<file path="src/rtl/std_sram_64d128x_reqctl.sv">
// Request/response front-end for the 64 x 128 bit-write-enable single-port SRAM.
// Turns a valid/ready request channel into SRAM port cycles, buffers read data in
// a response FIFO sized by read credits, and zero-fills the array after reset.
//
// Ports:
//   clk, reset                 clock, synchronous active-high reset
//   i_req_valid / o_req_ready  request handshake (fire = valid && ready)
//   i_req_addr/we/bwe/din      request payload (bwe/din used by writes only)
//   o_resp_valid / i_resp_ready / o_resp_data   read response channel (FIFO head)
//   o_init_done                high once the zero-fill sweep has completed
//   o_sram_en/we/addr/bwe/din  SRAM macro port drive
//   i_sram_dout                SRAM read data, valid one cycle after a read
module std_sram_64d128x_reqctl #(
  parameter bit          INIT_EN    = 1'b1,
  parameter int unsigned RESP_DEPTH = 3
) (
  input  logic         clk,
  input  logic         reset,
  input  logic         i_req_valid,
  output logic         o_req_ready,
  input  logic [5:0]   i_req_addr,
  input  logic         i_req_we,
  input  logic [127:0] i_req_bwe,
  input  logic [127:0] i_req_din,
  output logic         o_resp_valid,
  input  logic         i_resp_ready,
  output logic [127:0] o_resp_data,
  output logic         o_init_done,
  output logic         o_sram_en,
  output logic         o_sram_we,
  output logic [5:0]   o_sram_addr,
  output logic [127:0] o_sram_bwe,
  output logic [127:0] o_sram_din,
  input  logic [127:0] i_sram_dout
);

  localparam int unsigned AW      = 6;
  localparam int unsigned DW      = 128;
  localparam int unsigned ENTRIES = 64;
  localparam int unsigned PTR_W   = (RESP_DEPTH > 1) ? $clog2(RESP_DEPTH) : 1;
  localparam int unsigned OCC_W   = $clog2(RESP_DEPTH + 1);
  localparam int unsigned SUM_W   = OCC_W + 1;

  localparam logic [0:0] ST_INIT  = 1'b0;
  localparam logic [0:0] ST_RUN   = 1'b1;
  localparam logic [0:0] ST_RESET = INIT_EN ? ST_INIT : ST_RUN;

  logic [0:0]    state_q, state_d;
  logic [AW-1:0] init_cnt_q, init_cnt_d;
  logic          init_done_q, init_done_d;
  logic          inflight_q, inflight_d;

  logic [OCC_W-1:0] occ_q, occ_d;
  logic [PTR_W-1:0] wr_ptr_q, wr_ptr_d;
  logic [PTR_W-1:0] rd_ptr_q, rd_ptr_d;
  logic [DW-1:0]    fifo_mem_q [RESP_DEPTH];

  logic          credit_c;
  logic          req_ready_c;
  logic          fire_c;
  logic          push_c;
  logic          pop_c;
  logic          sram_en_c;
  logic          sram_we_c;
  logic [AW-1:0] sram_addr_c;
  logic [DW-1:0] sram_bwe_c;
  logic [DW-1:0] sram_din_c;

  // Modulo-RESP_DEPTH increment, correct for non-power-of-2 depths.
  function automatic logic [PTR_W-1:0] ptr_inc(input logic [PTR_W-1:0] p);
    return (p == PTR_W'(RESP_DEPTH - 1)) ? '0 : p + PTR_W'(1);
  endfunction

  // A read may only issue if its data is guaranteed a FIFO slot; only registered terms.
  assign credit_c = (SUM_W'(occ_q) + SUM_W'(inflight_q)) < SUM_W'(RESP_DEPTH);
  assign fire_c   = i_req_valid & req_ready_c;

  // Next-state and SRAM drive; idle cycles still drive request fields for stability.
  always_comb begin
    state_d     = state_q;
    init_cnt_d  = init_cnt_q;
    req_ready_c = 1'b0;
    sram_en_c   = 1'b0;
    sram_we_c   = i_req_we;
    sram_addr_c = i_req_addr;
    sram_bwe_c  = i_req_bwe;
    sram_din_c  = i_req_din;
    case (state_q)
      ST_INIT: begin
        sram_en_c   = ~reset;
        sram_we_c   = 1'b1;
        sram_addr_c = init_cnt_q;
        sram_bwe_c  = '1;
        sram_din_c  = '0;
        init_cnt_d  = init_cnt_q + AW'(1);
        if (init_cnt_q == AW'(ENTRIES - 1)) state_d = ST_RUN;
      end
      default: begin
        req_ready_c = ~reset & (i_req_we | credit_c);
        sram_en_c   = i_req_valid & req_ready_c;
      end
    endcase
  end

  assign init_done_d = (state_d == ST_RUN);
  assign inflight_d  = fire_c & ~i_req_we;

  // Read data lands one cycle after the fire; pop on handshake, both may coincide.
  always_comb begin
    push_c   = inflight_q;
    pop_c    = (occ_q != '0) & i_resp_ready;
    wr_ptr_d = push_c ? ptr_inc(wr_ptr_q) : wr_ptr_q;
    rd_ptr_d = pop_c ? ptr_inc(rd_ptr_q) : rd_ptr_q;
    occ_d    = occ_q + OCC_W'(push_c) - OCC_W'(pop_c);
  end

  // Control state.
  always_ff @(posedge clk) begin
    if (reset) begin
      state_q     <= ST_RESET;
      init_cnt_q  <= '0;
      init_done_q <= ~INIT_EN;
      inflight_q  <= 1'b0;
      occ_q       <= '0;
      wr_ptr_q    <= '0;
      rd_ptr_q    <= '0;
    end else begin
      state_q     <= state_d;
      init_cnt_q  <= init_cnt_d;
      init_done_q <= init_done_d;
      inflight_q  <= inflight_d;
      occ_q       <= occ_d;
      wr_ptr_q    <= wr_ptr_d;
      rd_ptr_q    <= rd_ptr_d;
    end
  end

  // Response storage; contents are meaningless while occupancy says empty.
  always_ff @(posedge clk) begin
    if (push_c) fifo_mem_q[wr_ptr_q] <= i_sram_dout;
  end

  assign o_req_ready  = req_ready_c;
  assign o_resp_valid = (occ_q != '0);
  assign o_resp_data  = fifo_mem_q[rd_ptr_q];
  assign o_init_done  = init_done_q;
  assign o_sram_en    = sram_en_c;
  assign o_sram_we    = sram_we_c;
  assign o_sram_addr  = sram_addr_c;
  assign o_sram_bwe   = sram_bwe_c;
  assign o_sram_din   = sram_din_c;

  // Credit scheme must keep the FIFO from overflowing.
  a_occ_bound : assert property (@(posedge clk) disable iff (reset)
                                 occ_q <= OCC_W'(RESP_DEPTH));

endmodule
</file>
<file path="config.mk">
export PLATFORM = sky130hd
export DESIGN_NAME = std_sram_64d128x_reqctl
export DESIGN_NICKNAME = d
export VERILOG_FILES = /design/src/rtl/std_sram_64d128x_reqctl.sv
export SDC_FILE = /design/constraint.sdc
export NUM_CORES = 1
export LEC_CHECK = 0
export BUFFER_PORTS_ARGS = -buffer_cell sky130_fd_sc_hd__buf_2
export CORE_AREA = 5 5 308 310
export CTS_CLUSTER_SIZE = 25
export DETAILED_ROUTE_END_ITERATION = 10
export DIE_AREA = 0 0 313 315
export GPL_TIMING_DRIVEN = 0
export RECOVER_POWER = 25
export SLEW_MARGIN = 30
export SYNTH_ARGS = -nofsm -noshare
export SYNTH_HDL_FRONTEND = slang
export SYNTH_SLANG_ARGS = --single-unit
</file>
<file path="constraint.sdc">
create_clock -name clk -period 11.25 [get_ports clk]
set_input_delay 1.6875 -clock clk [delete_from_list [all_inputs] [get_ports clk]]
set_output_delay 1.6875 -clock clk [all_outputs]
set_load 0.01 [all_outputs]
</file>
==> results of run 1 <==
==> power groups by stage <==
stage               clock [mW]  combinational (mW)  sequential, mW
floorplan                    0               0.115            1.67
global placement             0               0.276            1.67
detailed placement           0               0.280            1.67
CTS                       1.49               0.281            1.64
global route              1.54               0.294            1.64
finish                    1.43               0.271            1.64
==> placed cells by master (no fill, tap or decap), types with 2 or more instances in the layout <==
master and count:
a21oi_1 5, and2_1 130, buf_12 5, buf_16 7, buf_2 704, buf_4 32, buf_6 2, bufinv_16 2
clkbuf_1 150, clkbuf_16 47, clkbuf_2 4, clkinv_1 7, clkinv_2 8, clkinvlp_4 4, dfxtp_1 16, diode_2 16
edfxtp_1 384, ha_1 5, inv_1 4, inv_6 5, mux2_2 6, mux2i_1 130, nand2_1 131, nand2b_1 129
nand4b_1 2, nor2_1 10, nor2b_1 4, o21ai_0 131, or3_1 2, xor2_1 4
==> worst max path at each step <==
stage	to	slack [ns]
2_1_floorplan	wr_ptr_q[0]	1.07
3_3_place_gp	wr_ptr_q[0]	-7.15
3_5_place_dp	o_sram_en	6.46
4_1_cts	o_sram_en	6.45
5_1_grt	o_resp_data[9]	6.59
6_report	o_resp_data[9]	6.79
==> per-stage QoR <==
step | area [um^2] | hold WS, ns | setup slack, ns | TNS (ns)
final | 23910 | 0.4893 | 6.792 | 0
after floorplan | 16640 | 0.4500 | 1.068 | 0
after global placement | 22070 | 0.4784 | -7.153 | -862.62
after global routing | 23870 | 0.5220 | 6.587 | 0
after detailed placement | 22560 | 0.4755 | 6.456 | 0
after CTS | 23990 | 0.4874 | 6.453 | 0
==> state kept, by name, summed over array words and instances (netlist names), named ones only <==
register     flops
occ_q            2
inflight_q       1
init_cnt_q       6
fifo_mem_q     384
o_init_done      1
wr_ptr_q         2
rd_ptr_q         2
==> tightest hold or removal path: stages (launching register included) <==
cell and delay, ns:
dfxtp_1 0.32, nand2_1 0.06, a21oi_1 0.06
==> cell type report <==
class                   instances  area (um^2)  area share [%]
diodes                         16        40.04          0.1675
plain buffers                  73        351.6           1.471
clock buffers                  57         1214           5.077
clock inverters                28        220.2          0.9212
inverters                       4        15.01         0.06281
multi-input cells             700         4442           18.58
flip-flops and latches        400        11850           49.58
well taps                    1186         1484           6.207
repair buffers                822         4288           17.94
==> layer usage <==
layer | up-vias | GRT usage (%) | wire length (um)
li1 | 5980 | - | -
met2 | 584 | 28.01 | 40900
met5 | - | 0 | 13
met4 | 2 | 5.066 | 2716
met1 | 6247 | 21.03 | 36080
met3 | 104 | 8.217 | 10220
==> cells by family after synthesis <==
kind of cell	count (synthesis)
xor+xnor	5
mux	136
fa+ha+maj	5
simple gates	416
flops	400
compound gates	138
buf+inv	77
==> impl_metrics.csv, run 1 <==
group,metric,value,unit
status,run_status,"complete, no violations",
critical_path,startpoint_type,"register",
synth,syn_nets,1577,
synth,synthCells,1177,
power_and_ir_drop,comb_power_share,8.1,%
critical_path,crit_chain,"buf_2 > buf_4 > mux2i_1 > o21ai_0 > buf_2",
sta,hold_viol,0,
synth,syn_area_per_cell,14.14,um^2
synth,syn_area,16640,um^2
floorplanning,dieWidth,313,um
power_and_ir_drop,swShare,22.93,%
global_routing,grt_pass1_wl,117300,um
drt,ant_nets,0,
drt,num_vias,12920,
synth,yosysTopAreaCell,"edfxtp_1",
placed_design,gp_congestion,0.9567,
drt,drt-vias-per-instance,3.931,
layout,syn2layout_area_growth,43.64,%
synth,synth.distinct_cells,29,
synth,yosys.area_share.simple,13.56,%
layout,postLayoutCoreUtil,26.16,%
global_routing,antenna_found_initial,28,
synth,ys.warnings.count,0,
global_routing,grt_use_total,17.45,%
job,max-cap-violations,0,
synth,synth-adder-area-share,0.3759,%
placed_design,place_hpwl,76510,um
power_and_ir_drop,p_per_area,139.6,nW/um^2
critical_path,r2r-start,"inflight_q",
critical_path,path_depth,5,
critical_path,critPathKind,"register to primary output",
sta,final.setup_skew,0.01398,ns
drt,routed_wl,89940,um
layout,finalNonFillerCells,3286,
synth,ys_ff_latch,400,
floorplanning,fp.dieH,315,um
synth,synth_edf_count,384,
synth,synth_top_family_by_area,"simple AND/OR/NAND/NOR gates",
sta,finalSetupViolations,0,
placed_design,dp.cells,3185,
power_and_ir_drop,p_seq_share,49.0,%
clocking,cts_max_path_buffers,3,
critical_path,slowest_delay,0.67,ns
drt,drc,0,
power_and_ir_drop,clkPwrFrac,42.9,%
critical_path,critPathMaxFanout,10,
sta,fmax,0.2243,GHz
drt,wl_per_cell,27.37,um
critical_path,r2r-end,"fifo_mem_q[0][46]",
synth,synth_async_sr_flop_share,0,%
drt,first_pass_iters,4,
clocking,cts_sinks,400,
sta,final_max_slew_viol_count,0,
layout,finalNetCount,2448,
clocking,htreeDepth,2,
floorplanning,die_area,98600,um^2
clocking,path_clk_slew,0.05,ns
sta,worst_slew_pin_slew,0.8496,ns
synth,synth_top_cell_area_share,69.29,%
sta,grt_setup_unrepaired,"false",
floorplanning,ios,790,
synth,ys_top_cells_by_area,"edfxtp_1 (69%), mux2i_1 (7.8%), and2_1 (4.9%), nand2b_1 (4.8%), o21ai_0 (3.9%)",
synth,ys_seq_area_share,71.21,%
critical_path,r2r_cells,10,
layout,drive_gt1_share,39.97,%
layout,fill_cells,9714,
global_routing,grt_pass1_vias,13180,
synth,synth_ff_type,"edfxtp_1",
sta,post-route-period-util,39.63,%
clocking,root_buffer,"clkbuf_16",
critical_path,path_buf_inv,3,
placed_design,numPortBuffers,789,
global_routing,grt_overflow_total,0,
critical_path,worst_setup_path_end_kind,"primary output",
critical_path,worstPathArrival,2.77,ns
synth,synthTopCellsByCount,"edfxtp_1 (384), nand2_1 (131), o21ai_0 (131), and2_1 (130), mux2i_1 (130)",
clocking,clk_latency,0.59,ns
power_and_ir_drop,fin_total_pwr,3.338,mW
sta,timing.final.crit_period,4.458,ns
critical_path,r2r_slack,8.10,ns
synth,synthXorXnorAreaFrac,0.2631,%
power_and_ir_drop,irDropWorstVdd,0.0001300,V
clocking,cts_made_buffers,47,
synth,synthMuxAreaShare,8.225,%
power_and_ir_drop,p_int,2.573,mW
floorplanning,core,91390,um^2
critical_path,worst_path_most_repeated_cell,"buf_2",
global_routing,grt_max_degree,35,
hold_path,worstHoldPathType,"register to register",
sta,relSlewSlack,42.76,%
hold_path,hold_path.startpoint,"rd_ptr_q[0]",
clocking,cts_setup_buffers,0,
power_and_ir_drop,switchingPower,0.7656,mW
synth,synthMostInstantiatedCell,"edfxtp_1",
critical_path,required,9.56,ns
clocking,cts_hold_buf,0,
synth,synth_compound_area_share,4.188,%
hold_path,whs_endpoint,"rd_ptr_q[0]",
critical_path,crit_family,"buffers and inverters",
clocking,cts_tree,"done",
hold_path,whs_path_depth,2,
floorplanning,rows,111,
power_and_ir_drop,leakage,8.748,nW
drt,drtIter0Drc,789,
clocking,ctsResizeCount,0,
critical_path,crit_slowest_cell,"o21ai_0",
floorplanning,initial_core_util,18.21,%
Note: power is estimated with default switching activity, not from simulation.
==> run 2, diff against run 1 <==
- ABC_AREA: default -> 1
- CORE_AREA: 5 5 308 310 -> 5 5 302 304
- DIE_AREA: 0 0 313 315 -> 0 0 307 309
- clock period: 11.25 -> 4.1 ns (I/O delays scaled with it)
==> run 2 against run 1 <==
Worst setup slack worse by 5.8 ns. Clock power increased to 2.6 times the previous value. Via count rose by 12%. Synthesized cell count increased by 26%. Critical path depth grew 1. Sequential share of layout area increased by 0.18 points. Final cell count rose by 8.3%. Combinational power grew to 5.2 times the previous value. Highest routed layer unchanged. Flip-flop and latch count stayed put. Clock skew about the same. Largest power group unchanged. Routed wire length is 18% higher. Register-to-register slack worse by 7.0 ns. Critical endpoint is now o_sram_din[48].
==> impl_metrics.csv, run 2 <==
group,metric,value,unit
status,run_status,"complete, no violations",
critical_path,required,3.48,ns
clocking,htreeDepth,2,
power_and_ir_drop,comb_power_share,14.6,%
sta,fmax,0.3249,GHz
global_routing,grt_max_degree,73,
hold_path,whs_endpoint,"fifo_mem_q[1][66]",
floorplanning,initial_core_util,19.21,%
clocking,clk_latency,0.55,ns
sta,timing.final.crit_period,3.078,ns
drt,routed_wl,105700,um
synth,synthCells,1487,
synth,ys_ff_latch,400,
power_and_ir_drop,leakage,10.38,nW
clocking,cts_max_path_buffers,3,
power_and_ir_drop,switchingPower,2.506,mW
layout,drive_gt1_share,37.20,%
critical_path,startpoint_type,"register",
critical_path,r2r-start,"inflight_q",
clocking,path_clk_slew,0.06,ns
synth,synth_async_sr_flop_share,0,%
synth,ys_seq_area_share,70.13,%
clocking,cts_sinks,400,
floorplanning,die_area,94860,um^2
synth,synth_ff_type,"edfxtp_1",
drt,wl_per_cell,29.70,um
power_and_ir_drop,p_seq_share,46.9,%
sta,setup_ws,1.022,ns
clocking,cts_setup_buffers,0,
placed_design,place_hpwl,89280,um
layout,largest_reg_flops,384,
critical_path,worstPathArrival,2.46,ns
floorplanning,fp.dieH,309,um
hold_path,hold_path.startpoint,"i_sram_dout[66]",
layout,finalNetCount,2736,
clocking,cts_hold_buf,0,
synth,ys_top_cells_by_area,"edfxtp_1 (68%), a21oi_1 (7.7%), nand2_1 (6.4%), or2_1 (3.8%), inv_1 (3.3%)",
critical_path,r2r-end,"fifo_mem_q[2][60]",
critical_path,worst_setup_path_end_kind,"primary output",
sta,grt_setup_unrepaired,"false",
critical_path,r2r_cells,10,
floorplanning,core,87970,um^2
global_routing,grt_use_total,21.21,%
placed_design,numPortBuffers,789,
drt,drc,0,
layout,top_regs,"fifo_mem_q x384, init_cnt_q x6",
placed_design,gp_congestion,0.9455,
global_routing,antenna_found_initial,41,
power_and_ir_drop,clkPwrFrac,38.5,%
hold_path,whs_path_depth,1,
synth,syn_area,16900,um^2
job,max-cap-violations,0,
critical_path,critPathMaxFanout,10,
critical_path,r2r_slack,1.07,ns
synth,syn_area_per_cell,11.37,um^2
clocking,root_buffer,"clkbuf_16",
drt,num_vias,14520,
layout,largest-register,"fifo_mem_q",
synth,synthTopCellsByCount,"edfxtp_1 (384), nand2_1 (286), a21oi_1 (261), inv_1 (150), nor2_1 (146)",
layout,mostFrequentLayoutCells,"buf_2 (747), edfxtp_1 (384), nand2_1 (286)",
drt,ant_nets,0,
clocking,cts_made_buffers,44,
power_and_ir_drop,p_int,7.063,mW
power_and_ir_drop,swShare,26.19,%
layout,syn2layout_area_growth,40.95,%
power_and_ir_drop,fin_total_pwr,9.569,mW
clocking,ctsResizeCount,0,
global_routing,grt_overflow_total,0,
critical_path,critPathKind,"register to primary output",
synth,syn_nets,1887,
sta,hold_viol,0,
drt,drt-vias-per-instance,4.081,
sta,finalSetupViolations,0,
clocking,cts_tree,"done",
power_and_ir_drop,p_per_area,401.7,nW/um^2
synth,synthMostInstantiatedCell,"edfxtp_1",
power_and_ir_drop,irDropWorstVdd,0.0003633,V
drt,drtIter0Drc,1179,
hold_path,worstHoldPathType,"input pin to register",
sta,relSlewSlack,59.24,%
synth,ys.warnings.count,0,
synth,synth.distinct_cells,23,
sta,final_max_slew_viol_count,0,
sta,final.setup_skew,0.01440,ns
placed_design,dpl_worst_slack,1.053,ns
synth,yosysTopAreaCell,"edfxtp_1",
sta,worst_slew_pin_slew,0.6095,ns
floorplanning,ios,790,
synth,synth_edf_count,384,
drt,first_pass_iters,5,
floorplanning,dieWidth,307,um
synth,synth_top_cell_area_share,68.23,%
layout,mostFrequentLayoutCell,"buf_2",
global_routing,grt_pass1_wl,135100,um
sta,post-route-period-util,75.07,%
global_routing,grt_pass1_vias,14200,
floorplanning,rows,109,
[run 2: cell count changes after synthesis, sizes merged, moves of 124 or more]
cell	change
a21oi	+256
nand2	+155
inv	+148
nor2	+136
and2	-130
mux2i	-130
nand2b	-129
or2	+127
o21ai	-124
[run 2: final cells by class]
type | instances | area [um^2]
Fill cell | 9453 | 64150
Sequential cell | 400 | 11850
Timing Repair Buffer | 803 | 4034
Multi-Input combinational cell | 848 | 3931
Tap cell | 1165 | 1458
Clock buffer | 55 | 1174
Inverter | 152 | 588.1
Buffer | 87 | 555.5
Clock inverter | 23 | 166.4
Antenna cell | 25 | 62.56
[run 2: worst max-delay path, cell delays in order, from the launching register on]
cell and delay [ns]:
dfxtp_1 0.35, buf_6 0.15, buf_2 0.46, buf_4 0.27
nand2_1 0.36, inv_1 0.15, buf_2 0.16
[run 2: routing by layer]
metal | global-route usage [%] | vias to the layer above | routed length (um)
li1 | - | 6709 | -
met1 | 30.29 | 7034 | 48160
met2 | 32.82 | 648 | 46400
met3 | 4.717 | 119 | 8061
met4 | 5.350 | 10 | 2992
met5 | 0 | - | 63
[run 2: cell families after synthesis]
logic type	share of synthesized area, %
XOR/XNOR	0.05183
AND/OR/NAND/NOR	14.75
adder cells (fa/ha/maj)	0.3702
flip-flops	70.13
buffers and inverters	6.678
AO/OA/AOI/OAI	8.025
[run 2: worst max path at each step]
stage,start,end,slack [ns]
2_1_floorplan,inflight_q,fifo_mem_q[2][0],0.12
3_3_place_gp,inflight_q,fifo_mem_q[2][60],-2.53
3_5_place_dp,inflight_q,fifo_mem_q[2][60],1.05
4_1_cts,register,o_resp_data[20],0.84
5_1_grt,register,o_resp_data[20],0.82
6_report,o_init_done,o_sram_din[48],1.02
[run 2: stage by stage]
stage / util (%) / hold slack [ns] / TNS [ns] / area [um^2] / instances
floorplan: - / 0.4391 / 0 / 16910 / 1487
global placement: 25.37 / 0.4550 / -702.79 / 22320 / 3441
detailed placement: 25.63 / 0.4734 / 0 / 22540 / 3455
CTS: 27.15 / 0.2049 / 0 / 23880 / 3533
global route: 27.01 / 0.2366 / 0 / 23760 / 3535
finish: 27.08 / 0.2701 / 0 / 23820 / 3558
[run 2: power by group through the flow]
stage,Clock (mW),Sequential [mW],Combinational [mW]
finish,3.68,4.49,1.40
global route,3.99,4.49,1.52
CTS,3.78,4.49,1.43
detailed placement,0,4.58,1.42
global placement,0,4.58,1.41
floorplan,0,4.58,0.600
==> run 3, diff against run 2 <==
- ABC_AREA: 1 -> 0
- CORE_AREA: 5 5 302 304 -> 5 5 308 310
- DIE_AREA: 0 0 307 309 -> 0 0 313 315
- clock period: 4.1 -> 3 ns (I/O delays scaled with it)
==> run 3 against run 2 <==
Power up 33%. Core utilization fell by 0.80 points. Largest cell class unchanged. Die area rose by 3.9%. Critical endpoint is now o_resp_data[40]. Final cell count decreased by 8.0%. Clock skew increased by 0.0019 ns. Sequential share of layout area is 0.39 points lower. Flip-flop and latch count is the same. Hold slack got worse by 0.19 ns. Clock power rose by 52%. Register-to-register slack got worse by 0.85 ns. Combinational power down 26%.
==> impl_metrics.csv, run 3 (same netlist as run 1, synthesis figures left out) <==
group,metric,value,unit
layout,finalNetCount,2442,
sta,final_max_slew_viol_count,0,
global_routing,grt_pass1_vias,13290,
critical_path,path_buf_inv,3,
global_routing,grt_overflow_total,0,
critical_path,crit_slowest_cell,"clkbuf_2",
drt,first_pass_iters,5,
clocking,cts_max_path_buffers,3,
sta,worst_slew_pin_slew,0.6964,ns
global_routing,grt_pass1_wl,113100,um
floorplanning,dieWidth,313,um
global_routing,grt_use_total,16.68,%
global_routing,grt_max_degree,32,
sta,post-route-period-util,97.95,%
layout,postLayoutCoreUtil,26.28,%
clocking,cts_sinks,400,
critical_path,required,2.55,ns
layout,top_regs,"fifo_mem_q x384, init_cnt_q x6",
layout,drive_gt1_share,40.26,%
placed_design,dpl_worst_slack,0.06203,ns
drt,ant_nets,0,
drt,routed_wl,86340,um
drt,drt-vias-per-instance,3.993,
sta,final.setup_skew,0.01629,ns
floorplanning,initial_core_util,18.21,%
power_and_ir_drop,p_per_area,530.6,nW/um^2
hold_path,worstHoldPathType,"input pin to register",
placed_design,place_hpwl,73000,um
layout,fill_cells,9713,
clocking,cts_made_buffers,45,
job,max-cap-violations,0,
floorplanning,core,91390,um^2
power_and_ir_drop,irDropWorstVdd,0.0003772,V
critical_path,crit_family,"buffers and inverters",
status,run_status,"complete, no violations",
sta,timing.final.crit_period,2.938,ns
critical_path,critPathKind,"register to primary output",
critical_path,worstPathArrival,2.49,ns
floorplanning,die_area,98600,um^2
sta,setup_ws,0.06160,ns
critical_path,startpoint_type,"register",
layout,syn2layout_area_growth,44.30,%
sta,finalSetupViolations,0,
critical_path,critPathMaxFanout,10,
clocking,cts_tree,"done",
floorplanning,fp.dieH,315,um
layout,largest_reg_flops,384,
critical_path,worst_setup_path_end_kind,"primary output",
critical_path,slowest_delay,0.42,ns
drt,wl_per_cell,26.38,um
sta,grt_setup_unrepaired,"false",
power_and_ir_drop,leakage,8.782,nW
clocking,path_clk_slew,0.06,ns
layout,mostFrequentLayoutCells,"buf_2 (701), edfxtp_1 (384), clkbuf_1 (141)",
sta,fmax,0.3403,GHz
sta,setup_tns,0,ns
drt,drtIter0Drc,933,
global_routing,antenna_found_initial,29,
floorplanning,rows,111,
placed_design,gp_congestion,0.9811,
critical_path,r2r_slack,0.22,ns
critical_path,crit_chain,"clkbuf_4 > clkbuf_2 > nand2_1 > o21ai_1 > buf_2",
layout,mostFrequentLayoutCell,"buf_2",
placed_design,numPortBuffers,789,
sta,hold_viol,0,
layout,largest-register,"fifo_mem_q",
clocking,root_buffer,"clkbuf_16",
floorplanning,ios,790,
drt,num_vias,13070,
drt,drc,0,
clocking,htreeDepth,2,
clocking,clk_latency,0.57,ns
sta,relSlewSlack,53.57,%
## run 3: changes by cell type in the layout (fill, tap and decap cells not counted), moves of 104 or more
cell / previous run / this run
nand2_1: 286 / 131
o21ai_0: 7 / 126
a21oi_1: 261 / 5
and2_1: 0 / 130
or2_1: 104 / 0
nor2_1: 146 / 10
inv_1: 148 / 3
nand2b_1: 0 / 129
mux2i_1: 0 / 130
## run 3: final cells by class
class / instances / area [um^2] / share of cell area (%)
timing repair buffer: 818 / 4318 / 17.98
antenna: 13 / 32.53 / 0.1355
buffer: 73 / 365.4 / 1.521
inverter: 4 / 15.01 / 0.06252
tap: 1186 / 1484 / 6.179
sequential: 400 / 11850 / 49.36
multi-input combinational: 700 / 4452 / 18.54
clock inverter: 28 / 345.3 / 1.438
clock buffer: 51 / 1149 / 4.783
## run 3: worst reg2reg max path: stages, from the launching register on
cell	delay, ns
dfxtp_2	0.40
inv_2	0.07
nor3_4	0.20
buf_4	0.20
buf_6	0.19
buf_8	0.18
buf_8	0.16
buf_8	0.17
buf_8	0.18
buf_6	0.20
buf_6	0.20
buf_6	0.17
buf_6	0.16
## run 3: report_power, final
part / leakage [nW] / switching, mW / internal, mW
registers: 3.58 / 0.0138 / 6.12
logic: 4.49 / 0.571 / 0.456
clock network: 0.716 / 2.22 / 3.36
total: 8.78 / 2.80 / 9.94
## run 3: worst paths after layout
path,from,endpoint,depth (start not counted)
min,i_sram_dout[94],fifo_mem_q[2][94],1
max reg2reg,inflight_q,fifo_mem_q[0][0],12
max,register,o_resp_data[40],5
min reg2reg,init_cnt_q[5],init_cnt_q[5],2
## run 3: per-stage QoR
stage | total power [mW] | hold WS (ns) | cells | instance area (um^2)
after floorplan | 6.682 | 0.4500 | 1177 | 16660
after global placement | 7.292 | 0.4906 | 3152 | 22100
after detailed placement | 7.302 | 0.5093 | 3177 | 22570
after CTS | 12.95 | 0.01212 | 3256 | 24070
after global routing | 13.22 | 0.04109 | 3266 | 24000
final | 12.74 | 0.08424 | 3273 | 24010
## run 3: per-layer routing
metal  vias to the layer above  wire [um]  GRT usage, %
met5                         -         21             0
met4                         4       3680         6.444
met3                       113       9571         7.001
met2                       674      38050         26.09
met1                      6331      35020         20.53
li1                       5947          -             -
## run 3: timing repair
item / in CTS / in global routing
setup buffers: 0 / 4
gates resized for setup: 10 / 8
hold buffers: 0 / 0
endpoints found under the setup margin: 54 / 16
pin swaps: 0 / 1
